[src/rtl/decode_issue_stage_if.sv]
// Bus bundle for decode_issue_stage: fetch handshake, ALU issue bundle, write-back and status.
// The master side is the surrounding pipeline; the slave side is the decode/issue stage.
interface decode_issue_stage_if;
    logic        in_valid;
    logic        in_ready;
    logic [31:0] instr;

    logic        ex_valid;
    logic        ex_ready;
    logic [31:0] ex_in1;
    logic [31:0] ex_in2;
    logic [3:0]  ex_opcode;
    logic [2:0]  ex_sr_cont;
    logic [4:0]  ex_sr_bit;
    logic        ex_s;
    logic [15:0] ex_imm;
    logic [3:0]  ex_rd;

    logic        wb_en;
    logic [3:0]  wb_addr;
    logic [31:0] wb_data;
    logic        wb_flags_en;
    logic [3:0]  wb_flags;

    logic [3:0]  flags;
    logic [15:0] squash_cnt;

    modport master (
        output in_valid, instr, ex_ready,
        output wb_en, wb_addr, wb_data, wb_flags_en, wb_flags,
        input  in_ready, ex_valid, ex_in1, ex_in2, ex_opcode, ex_sr_cont,
        input  ex_sr_bit, ex_s, ex_imm, ex_rd, flags, squash_cnt
    );

    modport slave (
        input  in_valid, instr, ex_ready,
        input  wb_en, wb_addr, wb_data, wb_flags_en, wb_flags,
        output in_ready, ex_valid, ex_in1, ex_in2, ex_opcode, ex_sr_cont,
        output ex_sr_bit, ex_s, ex_imm, ex_rd, flags, squash_cnt
    );
endinterface

[src/rtl/decode_issue_stage.sv]
// Decode/issue stage: register file with write-back bypass, RAW scoreboard, flags-pending
// tracking, condition evaluation and a single-entry output register towards the ALU.
module decode_issue_stage #(
    parameter logic [3:0] FLAGS_RST = 4'b0000
) (
    input  logic                  clk,
    input  logic                  rst,
    decode_issue_stage_if.slave   bus
);
    logic [31:0] r_rf [16];
    logic [15:0] r_sb;
    logic [1:0]  r_fcnt;
    logic [3:0]  r_flags;
    logic [15:0] r_squash;

    logic        r_ex_valid;
    logic [31:0] r_ex_in1;
    logic [31:0] r_ex_in2;
    logic [3:0]  r_ex_opcode;
    logic [2:0]  r_ex_sr_cont;
    logic [4:0]  r_ex_sr_bit;
    logic        r_ex_s;
    logic [15:0] r_ex_imm;
    logic [3:0]  r_ex_rd;

    logic [3:0]  w_cond, w_op, w_rd, w_rn, w_rm;
    logic        w_s;
    logic [2:0]  w_sr_cont;
    logic [4:0]  w_sr_bit;
    logic [15:0] w_imm;
    logic        w_hit_rn, w_hit_rm;
    logic [31:0] w_op1, w_op2;
    logic        w_use_rn, w_use_rm, w_raw;
    logic        w_impl, w_sets_flags, w_stall;
    logic        w_in_ready, w_accept, w_pass, w_issue, w_squash, w_fl_inc;
    logic [15:0] w_sb_next;
    logic [1:0]  w_fcnt_next;

    function automatic logic f_cond_pass(input logic [3:0] c, input logic [3:0] f);
        logic n, z, cy, v;
        {n, z, cy, v} = f;
        case (c)
            4'b0000: return z;
            4'b0001: return !z;
            4'b0010: return cy;
            4'b0011: return !cy;
            4'b0100: return n;
            4'b0101: return !n;
            4'b0110: return v;
            4'b0111: return !v;
            4'b1000: return cy && !z;
            4'b1001: return !cy || z;
            4'b1010: return n == v;
            4'b1011: return n != v;
            4'b1100: return !z && (n == v);
            4'b1101: return z || (n != v);
            4'b1110: return 1'b1;
            default: return 1'b0;
        endcase
    endfunction

    assign w_cond    = bus.instr[31:28];
    assign w_op      = bus.instr[27:24];
    assign w_s       = bus.instr[23];
    assign w_rd      = bus.instr[22:19];
    assign w_rn      = bus.instr[18:15];
    assign w_rm      = bus.instr[14:11];
    assign w_sr_cont = bus.instr[10:8];
    assign w_sr_bit  = bus.instr[7:3];
    assign w_imm     = bus.instr[15:0];

    // Same-cycle write-back both bypasses the operand and releases the RAW hazard.
    assign w_hit_rn = bus.wb_en && (bus.wb_addr == w_rn);
    assign w_hit_rm = bus.wb_en && (bus.wb_addr == w_rm);
    assign w_op1    = w_hit_rn ? bus.wb_data : r_rf[w_rn];
    assign w_op2    = w_hit_rm ? bus.wb_data : r_rf[w_rm];

    assign w_use_rn = (w_op != 4'b0110);
    assign w_use_rm = w_use_rn && (w_op != 4'b0111);
    assign w_raw    = (w_use_rn && r_sb[w_rn] && !w_hit_rn) ||
                      (w_use_rm && r_sb[w_rm] && !w_hit_rm);

    assign w_impl       = (w_op <= 4'b1000);
    assign w_sets_flags = w_impl && (w_s || (w_op == 4'b1000));
    assign w_stall      = w_raw ||
                          ((w_cond != 4'b1110) && (r_fcnt != 2'd0)) ||
                          (w_sets_flags && (r_fcnt == 2'd3));

    assign w_in_ready = !rst && !w_stall && (!r_ex_valid || bus.ex_ready);
    assign w_accept   = bus.in_valid && w_in_ready;
    assign w_pass     = f_cond_pass(w_cond, r_flags);
    assign w_issue    = w_accept && w_impl && w_pass;
    assign w_squash   = w_accept && w_impl && !w_pass;
    assign w_fl_inc   = w_issue && w_sets_flags;

    // Clear before set so an issue targeting a register being written back stays pending.
    always_comb begin
        w_sb_next = r_sb;
        if (bus.wb_en) w_sb_next[bus.wb_addr] = 1'b0;
        if (w_issue && (w_op <= 4'b0111)) w_sb_next[w_rd] = 1'b1;
    end

    always_comb begin
        w_fcnt_next = r_fcnt;
        if (w_fl_inc && !bus.wb_flags_en)
            w_fcnt_next = r_fcnt + 2'd1;
        else if (!w_fl_inc && bus.wb_flags_en && (r_fcnt != 2'd0))
            w_fcnt_next = r_fcnt - 2'd1;
    end

    always_ff @(posedge clk or posedge rst) begin
        if (rst) begin
            for (int unsigned i = 0; i < 16; i++) r_rf[i] <= '0;
        end else if (bus.wb_en) begin
            r_rf[bus.wb_addr] <= bus.wb_data;
        end
    end

    always_ff @(posedge clk or posedge rst) begin
        if (rst) begin
            r_sb     <= '0;
            r_fcnt   <= '0;
            r_flags  <= FLAGS_RST;
            r_squash <= '0;
        end else begin
            r_sb   <= w_sb_next;
            r_fcnt <= w_fcnt_next;
            if (bus.wb_flags_en) r_flags <= bus.wb_flags;
            if (w_squash) r_squash <= r_squash + 16'd1;
        end
    end

    always_ff @(posedge clk or posedge rst) begin
        if (rst) begin
            r_ex_valid   <= 1'b0;
            r_ex_in1     <= '0;
            r_ex_in2     <= '0;
            r_ex_opcode  <= '0;
            r_ex_sr_cont <= '0;
            r_ex_sr_bit  <= '0;
            r_ex_s       <= 1'b0;
            r_ex_imm     <= '0;
            r_ex_rd      <= '0;
        end else if (w_issue) begin
            r_ex_valid   <= 1'b1;
            r_ex_in1     <= w_op1;
            r_ex_in2     <= w_op2;
            r_ex_opcode  <= w_op;
            r_ex_sr_cont <= w_sr_cont;
            r_ex_sr_bit  <= w_sr_bit;
            r_ex_s       <= w_s;
            r_ex_imm     <= w_imm;
            r_ex_rd      <= w_rd;
        end else if (bus.ex_ready) begin
            r_ex_valid <= 1'b0;
        end
    end

    assign bus.in_ready   = w_in_ready;
    assign bus.ex_valid   = r_ex_valid;
    assign bus.ex_in1     = r_ex_in1;
    assign bus.ex_in2     = r_ex_in2;
    assign bus.ex_opcode  = r_ex_opcode;
    assign bus.ex_sr_cont = r_ex_sr_cont;
    assign bus.ex_sr_bit  = r_ex_sr_bit;
    assign bus.ex_s       = r_ex_s;
    assign bus.ex_imm     = r_ex_imm;
    assign bus.ex_rd      = r_ex_rd;
    assign bus.flags      = r_flags;
    assign bus.squash_cnt = r_squash;
endmodule

[src/flat_wrapper.sv]
// flat-port wrapper written by rule: the top's interface ports become plain ports
module decode_issue_stage_flat 
#(
    parameter logic [3:0] FLAGS_RST = 4'b0000
)
  (clk, rst, bus_in_valid, bus_instr, bus_ex_ready, bus_wb_en, bus_wb_addr, bus_wb_data, bus_wb_flags_en, bus_wb_flags, bus_in_ready, bus_ex_valid, bus_ex_in1, bus_ex_in2, bus_ex_opcode, bus_ex_sr_cont, bus_ex_sr_bit, bus_ex_s, bus_ex_imm, bus_ex_rd, bus_flags, bus_squash_cnt);
  decode_issue_stage_if bus_i ();
  input  logic clk;
  input  logic rst;
  input wire logic [$bits(bus_i.in_valid)-1:0] bus_in_valid;
  input wire logic [$bits(bus_i.instr)-1:0] bus_instr;
  input wire logic [$bits(bus_i.ex_ready)-1:0] bus_ex_ready;
  input wire logic [$bits(bus_i.wb_en)-1:0] bus_wb_en;
  input wire logic [$bits(bus_i.wb_addr)-1:0] bus_wb_addr;
  input wire logic [$bits(bus_i.wb_data)-1:0] bus_wb_data;
  input wire logic [$bits(bus_i.wb_flags_en)-1:0] bus_wb_flags_en;
  input wire logic [$bits(bus_i.wb_flags)-1:0] bus_wb_flags;
  output wire logic [$bits(bus_i.in_ready)-1:0] bus_in_ready;
  output wire logic [$bits(bus_i.ex_valid)-1:0] bus_ex_valid;
  output wire logic [$bits(bus_i.ex_in1)-1:0] bus_ex_in1;
  output wire logic [$bits(bus_i.ex_in2)-1:0] bus_ex_in2;
  output wire logic [$bits(bus_i.ex_opcode)-1:0] bus_ex_opcode;
  output wire logic [$bits(bus_i.ex_sr_cont)-1:0] bus_ex_sr_cont;
  output wire logic [$bits(bus_i.ex_sr_bit)-1:0] bus_ex_sr_bit;
  output wire logic [$bits(bus_i.ex_s)-1:0] bus_ex_s;
  output wire logic [$bits(bus_i.ex_imm)-1:0] bus_ex_imm;
  output wire logic [$bits(bus_i.ex_rd)-1:0] bus_ex_rd;
  output wire logic [$bits(bus_i.flags)-1:0] bus_flags;
  output wire logic [$bits(bus_i.squash_cnt)-1:0] bus_squash_cnt;
  assign bus_i.in_valid = bus_in_valid;
  assign bus_i.instr = bus_instr;
  assign bus_i.ex_ready = bus_ex_ready;
  assign bus_i.wb_en = bus_wb_en;
  assign bus_i.wb_addr = bus_wb_addr;
  assign bus_i.wb_data = bus_wb_data;
  assign bus_i.wb_flags_en = bus_wb_flags_en;
  assign bus_i.wb_flags = bus_wb_flags;
  assign bus_in_ready = bus_i.in_ready;
  assign bus_ex_valid = bus_i.ex_valid;
  assign bus_ex_in1 = bus_i.ex_in1;
  assign bus_ex_in2 = bus_i.ex_in2;
  assign bus_ex_opcode = bus_i.ex_opcode;
  assign bus_ex_sr_cont = bus_i.ex_sr_cont;
  assign bus_ex_sr_bit = bus_i.ex_sr_bit;
  assign bus_ex_s = bus_i.ex_s;
  assign bus_ex_imm = bus_i.ex_imm;
  assign bus_ex_rd = bus_i.ex_rd;
  assign bus_flags = bus_i.flags;
  assign bus_squash_cnt = bus_i.squash_cnt;
  decode_issue_stage #(.FLAGS_RST(FLAGS_RST)) u_core (.clk(clk), .rst(rst), .bus(bus_i));
endmodule
[config.mk]
export PLATFORM = sky130hd
export DESIGN_NAME = decode_issue_stage_flat
export DESIGN_NICKNAME = d
export VERILOG_FILES = /design/src/rtl/decode_issue_stage_if.sv /design/src/rtl/decode_issue_stage.sv /design/src/flat_wrapper.sv
export SDC_FILE = /design/constraint.sdc
export NUM_CORES = 1
export LEC_CHECK = 0
export CAP_MARGIN = 20
export CORE_ASPECT_RATIO = 0.8
export CORE_MARGIN = 2
export CORE_UTILIZATION = 55
export CTS_CLUSTER_SIZE = 10
export DETAILED_ROUTE_END_ITERATION = 8
export PLACE_DENSITY = 0.81
export SYNTH_ARGS = -nofsm -noshare
export SYNTH_HDL_FRONTEND = slang
export SYNTH_SLANG_ARGS = --single-unit
[constraint.sdc]
create_clock -name clk -period 65.5 [get_ports clk]
set_input_delay 19.65 -clock clk [delete_from_list [all_inputs] [get_ports clk]]
set_output_delay 19.65 -clock clk [all_outputs]
set_load 0.03 [all_outputs]
**After elaboration in Yosys (flattened, before gate mapping)**

Cells that the tools add are included.

- Flip-flop bits (word level): 648
- Output and inout port bits: 119
- Bits of input ports: 78
- Word-level logic and storage cells: 148

- Mux-type cells: 26
- Bitwise operators: 6
- Equal/unequal tests: 23
- $lt $le $gt $ge: 12
- Reductions and logical operators: 49
- $add $sub $neg: 3

Operators by type and width:

| kind | number |
|---|---|
| 512-bit bitwise mux | 1 |
| 32-bit binary-select mux with 4-bit select | 2 |
| 32-bit 2-to-1 mux | 7 |
| 32-bit demux with 4-bit select | 1 |
| 4-bit equality test (second input constant) | 8 |
| 16-bit 2-to-1 mux | 2 |
| 1-bit logical AND | 26 |
| 4-bit by 5-bit less-than comparator with 1-bit output (second input constant) | 4 |
| 16-bit by 1-bit adder with 16-bit output (second input constant) | 1 |
| 16-bit bitwise AND | 1 |
| 4-bit by 3-bit equality test with 1-bit output (second input constant) | 4 |
| 16-bit inverter | 1 |
| 16-bit OR | 1 |
| 5-bit >= comparator (second input constant) | 3 |
| 4-bit inverter with 5-bit output | 3 |
| 1-bit one-hot mux with 15 select lines | 1 |
| 1-bit logical NOT | 12 |
| 1-bit binary-select mux with 4-bit select | 2 |
| 1-bit demux with 4-bit select | 2 |
| 4-bit by 2-bit equality test with 1-bit output (second input constant) | 2 |
| 4-bit equality test | 2 |
| 4-bit by 1-bit >= comparator with 1-bit output (second input constant) | 2 |
| 4-bit by 3-bit != test with 1-bit output (second input constant) | 2 |
| 1-bit logical OR | 7 |
| other kinds (14) | 22 |

**Logic depth before layout (Yosys ltp)**

- Word-level depth: 19
- Mapped depth: 10
- Gate-level depth less buffers: 7

**Worst setup path after synthesis**

Ideal clock, no wire load.

- Kind: input to output
- Start point: input port bus_instr[11]
- End point: output port bus_in_ready
- Data arrival time: 21.206 ns
- Slack: 24.644 ns
- Stages on the path: 6
- Path through: buf_2 mux4_2 mux2i_1 mux2_2 o311ai_1 nor2_1

- Longest elaborated chain between the ends: 10
- Elaborated cells between the ends (all ways): 13
- Classes of those cells: eq/ne: 1; mux: 2; reduce/logical: 10

RTL lines:

| element | line | RTL |
|---|---|---|
| start: declaration | flat_wrapper.sv:11 | `input wire logic [$bits(bus_i.instr)-1:0] bus_instr;` |
| 1-bit binary-select mux with 4-bit select or 4-bit equality test (tied branches) | decode_issue_stage.sv:81, decode_issue_stage.sv:74 |  |
| 1-bit 2-to-1 mux (implied by the code) or 1-bit logical AND (tied branches) | decode_issue_stage.sv:81, decode_issue_stage.sv:74 |  |
| 1-bit logical AND or 1-bit logical NOT (tied branches) | decode_issue_stage.sv:81 | `(w_use_rm && r_sb[w_rm] && !w_hit_rm);` |
| 1-bit logical AND * | decode_issue_stage.sv:81 |  |
| 1-bit logical OR * | decode_issue_stage.sv:80 | `assign w_raw = (w_use_rn && r_sb[w_rn] && !w_hit_rn) \|\|` |
| 1-bit logical OR * | decode_issue_stage.sv:85 | `assign w_stall = w_raw \|\|` |
| 1-bit logical OR * | decode_issue_stage.sv:86 | `((w_cond != 4'b1110) && (r_fcnt != 2'd0)) \|\|` |
| 1-bit logical NOT * | decode_issue_stage.sv:89 | `assign w_in_ready = !rst && !w_stall && (!r_ex_valid \|\| bus.ex_ready);` |
| 1-bit logical AND * (2 in series) | decode_issue_stage.sv:89 |  |
| end: declaration | flat_wrapper.sv:18 | `output wire logic [$bits(bus_i.in_ready)-1:0] bus_in_ready;` |

Every way passes the cells marked *; elsewhere a longest branch is shown, timed or not. The select of a mux whose other input is x is not followed.

**Worst setup path in the final report**

- Start point: input port bus_instr[17]
- End point: output port bus_in_ready

- Longest elaborated chain between the ends: 10
- Elaborated cells between the ends (all ways): 13
- Classes of those cells: eq/ne: 1; mux: 2; reduce/logical: 10

RTL lines:

| element | line |
|---|---|
| 1-bit binary-select mux with 4-bit select or 4-bit equality test (tied branches) | decode_issue_stage.sv:80, decode_issue_stage.sv:73 |
| 1-bit 2-to-1 mux (implied by the code) or 1-bit logical AND (tied branches) | decode_issue_stage.sv:80, decode_issue_stage.sv:73 |
| 1-bit logical AND or 1-bit logical NOT (tied branches) | decode_issue_stage.sv:80 |
| 1-bit logical AND * | decode_issue_stage.sv:80 |
| 1-bit logical OR * | decode_issue_stage.sv:80 |
| 1-bit logical OR * | decode_issue_stage.sv:85 |
| 1-bit logical OR * | decode_issue_stage.sv:86 |
| 1-bit logical NOT * | decode_issue_stage.sv:89 |
| 1-bit logical AND * (2 in series) | decode_issue_stage.sv:89 |

Marks and branches as above.

==> implementation parameters <==
Parameter                              Value

CTS
  Insertion delay to the later sink of the worst-skew pair ... approximately 0.60 ns
  Post-CTS setup buffer count ... 0
  Number of hold buffers added after cts ... 0
  Number of clock sinks ... 640
  Cell at the root of the clock tree ... sky130_fd_sc_hd__clkbuf_16
  Resized Gates After CTS ... 0
  CTS H-Tree Depth ... 3
  Number of buffers created by CTS ... 74
  Register clock-pin slew on the reported worst setup and hold paths ... 0.06 ns
  Clock tree from TritonCTS ... built
  Longest Clk Path Bufs ... 3

Global routing
  First-pass GRT wire length ... 130000 microns
  Initial antenna violation count ... 1
  Vias in the first global route ... 21.2k
  Largest net degree at the start of global routing ... 147
  Total routing resource utilization after global routing ... 0.277
  GRT overflow ... 0

Timing
  Total count of max-transition violations in the final report ... 0
  Clock skew after layout ... 0.0214 ns
  Highest attainable clock frequency ... 23.5 MHz
  Final critical path time including I/O delays and setup ... 42.47 ns
  Relative slew margins ... 0.338
  Share of the clock period used by the worst path ... 0.648
  Post-route setup TNS ... 0 ns
  Transition time at the pin with the least slew margin ... 0.994 ns
  Count of endpoints failing setup in the final report ... 0
  Final hold slack ... 0.477 ns
  Setup repair after global routing missed its margin ... no
  Final hold violation count ... 0

Die
  Overall die area ... approximately 0.061 sq mm
  Starting density of the core ... 0.559
  Die span in y ... 222 microns
  Width of the die ... around 280 microns
  Row count ... 79
  Core Area ... 0.0584 sq mm
  Top Ports ... 197

Synth
  Most repeated cell in the gate-level netlist after synthesis ... sky130_fd_sc_hd__dfrtp_1
  Count of synthesis-stage warnings from yosys ... 0
  Post-synth cell types ... 46
  Synth top area cells ... sky130_fd_sc_hd__dfrtp_1 (49%), sky130_fd_sc_hd__mux4_2 (23%), sky130_fd_sc_hd__mux2_2 (19%)
  Proportion of synthesized flip-flops having asynchronous set or reset ... 1.00
  Post-synth top area cell ... sky130_fd_sc_hd__dfrtp_1
  Leading register cell type out of synthesis ... sky130_fd_sc_hd__dfrtp_1
  Most frequent cells after synthesis ... sky130_fd_sc_hd__dfrtp_1 (640), sky130_fd_sc_hd__mux2_2 (543), sky130_fd_sc_hd__mux4_2 (329)
  Number of flops mapped to enable cells by yosys ... 0
  Proportion of netlist area held by the largest area contributor ... 0.490
  Seq cells post-synth ... 640
  Share of the yosys chip area belonging to registers ... 0.490
  Total nets after synthesis ... 2147
  Syn_area_per_cell ... 15.8 sq um
  Synthesized instance count ... 2068
  Synthesized cell area ... 0.0327 sq mm

Placement
  RePlAce Congestion ... slightly above 0.8
  Cell Count Post-Placement ... 2873
  HPWL Detailed ... roughly 46000 microns
  Input/output buffers ... 196

Worst setup path
  CP most frequent cell ... sky130_fd_sc_hd__buf_4
  Startpoint types ... input port
  Number of buffer and inverter stages on the critical path ... 4
  Crit path max-delay family ... buffers and inverters
  Critical path cell sequence ... buf_2 -> buf_4 -> xor2_1 -> nor4_4 -> buf_4 -> a211oi_1 -> nor2_1 -> clkdlybuf4s50_1
  Cell type of the slowest stage on the worst timing path ... sky130_fd_sc_hd__buf_4
  Maximum fanout encountered on the critical timing path ... 37
  Crit path DAT ... roughly 23 ns
  Worst Setup Path Type ... input port to primary output
  Cell count along the critical path ... 8
  Number of cells traversed by the worst register-to-register path ... 8
  Longest individual stage delay on the worst path ... between 0.7 and 0.8 ns
  Worst setup EP type ... primary output
  CP Data Required Time ... 45.85 ns
  Setup slack of the most critical reg-to-reg path ... 62.41 ns

Hold path
  Worst hold path type ... register to register
  Hold depth ... 1

Pwr
  VDD IR-drop max ... roughly 0.021 mV
  Static leakage ... between 15 and 20 nW
  Areal power density over the cells ... 35.8 mW/mm^2

Routing
  Via density per instance ... 6.71
  Violation count after the first detailed-route iteration ... 2051
  Average detailed-routed wire length per instance ... 28.1 microns
  Count of unresolved DRC violations after routing ... 0
  Post-detailed-route count of antenna-violating nets ... 0
  TritonRoute pass-1 iters ... 5
  Wirelength, routed ... 83300 microns
  Via count of the routed design ... between 15k and 20k

Final layout
  Non-Filler Instances ... slightly below 3k
  Number of diodes added for antenna fixing ... 0
  Number of nets in the layout ... about 2.3k
  Fraction of final layout cells sized beyond drive strength 1 ... 0.472
  Fillcell total ... 4037
  Area Overhead vs Synth ... 14.1%

Status
  Outcome ... finished clean

Run
  Number of max-capacitance violations reported ... 0
[cell type report]
| class | instances | area (sq um) | share of cell area |
|---|---|---|---|
| Clock inverter | 3 | 26.3 | 0.000705 |
| Inverter | 16 | 67.6 | 0.00181 |
| Tap cell | 769 | 962 | 0.0258 |
| Sequential cell | 640 | 16000 | 0.430 |
| Timing Repair Buffer | 237 | 2320 | 0.0624 |
| Multi-Input combinational cell | 1214 | 15900 | 0.427 |
| Clock buffer | 82 | 1970 | 0.0528 |
[registers in the layout, summed over array words and instances (netlist names)]
signal,cells
u_core.r_sb,16
u_core.bus.ex_in1,32
u_core.bus.squash_cnt,16
u_core.bus.ex_rd,4
u_core.bus.ex_valid,1
u_core.bus.ex_opcode,4
u_core.bus.ex_imm,16
u_core.bus.ex_in2,32
u_core.r_rf,512
u_core.bus.ex_s,1
u_core.r_fcnt,2
u_core.bus.flags,4
[metal layers]
metal  up-vias  routed length (microns)  global-route usage
met5         -                       13                   0
met4         2                     1730              0.0672
met3       143                     5460              0.0501
met2       769                    41100               0.448
met1     10800                    35000               0.396
li1       8137                        -                   -
[kinds of logic after synthesis]
logic type / count (synthesis) / share of synthesized area
mux: 941 / 0.435
compound gates: 92 / 0.0164
flops: 640 / 0.490
simple gates: 154 / 0.0240
buf+inv: 214 / 0.0267
fa+ha+maj: 1 / 0.000383
xor+xnor: 26 / 0.00697
[worst paths after layout]
path                                                       startpoint                                    end
worst min-delay path            u_core.bus.squash_cnt[15]$_DFFE_PP0P_  u_core.bus.squash_cnt[15]$_DFFE_PP0P_
worst max register to register              u_core.r_sb[15]$_DFF_PP0_               u_core.r_sb[2]$_DFF_PP0_
worst min register to register  u_core.bus.squash_cnt[15]$_DFFE_PP0P_  u_core.bus.squash_cnt[15]$_DFFE_PP0P_
min in group asynchronous                                         rst        u_core.bus.ex_valid$_DFFE_PP0P_
max in group asynchronous                                         rst           u_core.r_rf[366]$_DFFE_PP0P_
worst max-delay path                                    bus_instr[17]                           bus_in_ready
[report_power, final]
part / total (mW) / leakage (nW) / internal [mW] / switching (mW)
Combinational: 0.396 / 6.23 / 0.219 / 0.177
Sequential: 0.574 / 7.83 / 0.500 / 0.0743
Clock: 0.361 / 0.981 / 0.209 / 0.152
[cell usage in the layout, fill, tap and decap left out, types with 2 or more instances in the layout]
master                            synthesis  layout
sky130_fd_sc_hd__buf_6                    1       2
sky130_fd_sc_hd__dfrtp_1                640     640
sky130_fd_sc_hd__buf_2                   24       3
sky130_fd_sc_hd__nor3_1                   4       4
sky130_fd_sc_hd__nor3b_1                  3       3
sky130_fd_sc_hd__nand2b_1                 5       3
sky130_fd_sc_hd__nor3_2                   5       5
sky130_fd_sc_hd__mux2_2                 543     543
sky130_fd_sc_hd__nand3b_1                 2       2
sky130_fd_sc_hd__nor2_1                  81      72
sky130_fd_sc_hd__nand3_1                 12      12
sky130_fd_sc_hd__or3_2                    0       3
sky130_fd_sc_hd__clkdlybuf4s50_1          0     189
sky130_fd_sc_hd__a22o_1                   8       8
sky130_fd_sc_hd__or2_2                    2       2
sky130_fd_sc_hd__clkbuf_16                0      78
sky130_fd_sc_hd__clkinv_2                 0       2
sky130_fd_sc_hd__clkbuf_1               130       4
sky130_fd_sc_hd__o211ai_1                 2       2
sky130_fd_sc_hd__mux4_2                 329     329
sky130_fd_sc_hd__inv_1                   15      14
sky130_fd_sc_hd__nand2_1                 15      14
sky130_fd_sc_hd__clkbuf_8                 0       2
sky130_fd_sc_hd__a32o_1                   4       4
sky130_fd_sc_hd__xnor2_1                  6       6
sky130_fd_sc_hd__nand4_1                  2       2
sky130_fd_sc_hd__a21oi_1                 65      65
sky130_fd_sc_hd__buf_4                    8      38
sky130_fd_sc_hd__xor2_1                  20      20
sky130_fd_sc_hd__and3_1                   3       3
sky130_fd_sc_hd__nor4_2                   5       3
sky130_fd_sc_hd__nor2b_1                  5       4
sky130_fd_sc_hd__nor2_4                   0       9
sky130_fd_sc_hd__nor4_4                   0       2
sky130_fd_sc_hd__buf_16                   0       3
sky130_fd_sc_hd__a211oi_1                 2       2
sky130_fd_sc_hd__mux2i_1                 68      68
sky130_fd_sc_hd__o21ai_0                  7       7
[per-stage QoR]
| step | instance area [sq um] | util | worst slack, ns | power, mW |
|---|---|---|---|---|
| 2_1_floorplan | 32700 | - | 24.64 | 0.838 |
| 3_3_place_gp | 35200 | 0.602 | 23.05 | 0.952 |
| 5_1_grt | 37300 | 0.638 | 22.89 | 1.39 |
| 4_1_cts | 37200 | 0.636 | 23.01 | 1.34 |
| 3_5_place_dp | 35200 | 0.602 | 23.03 | 0.973 |
| 6_report | 37300 | 0.638 | 23.03 | 1.33 |
Note: power is estimated with default switching activity, not from simulation.
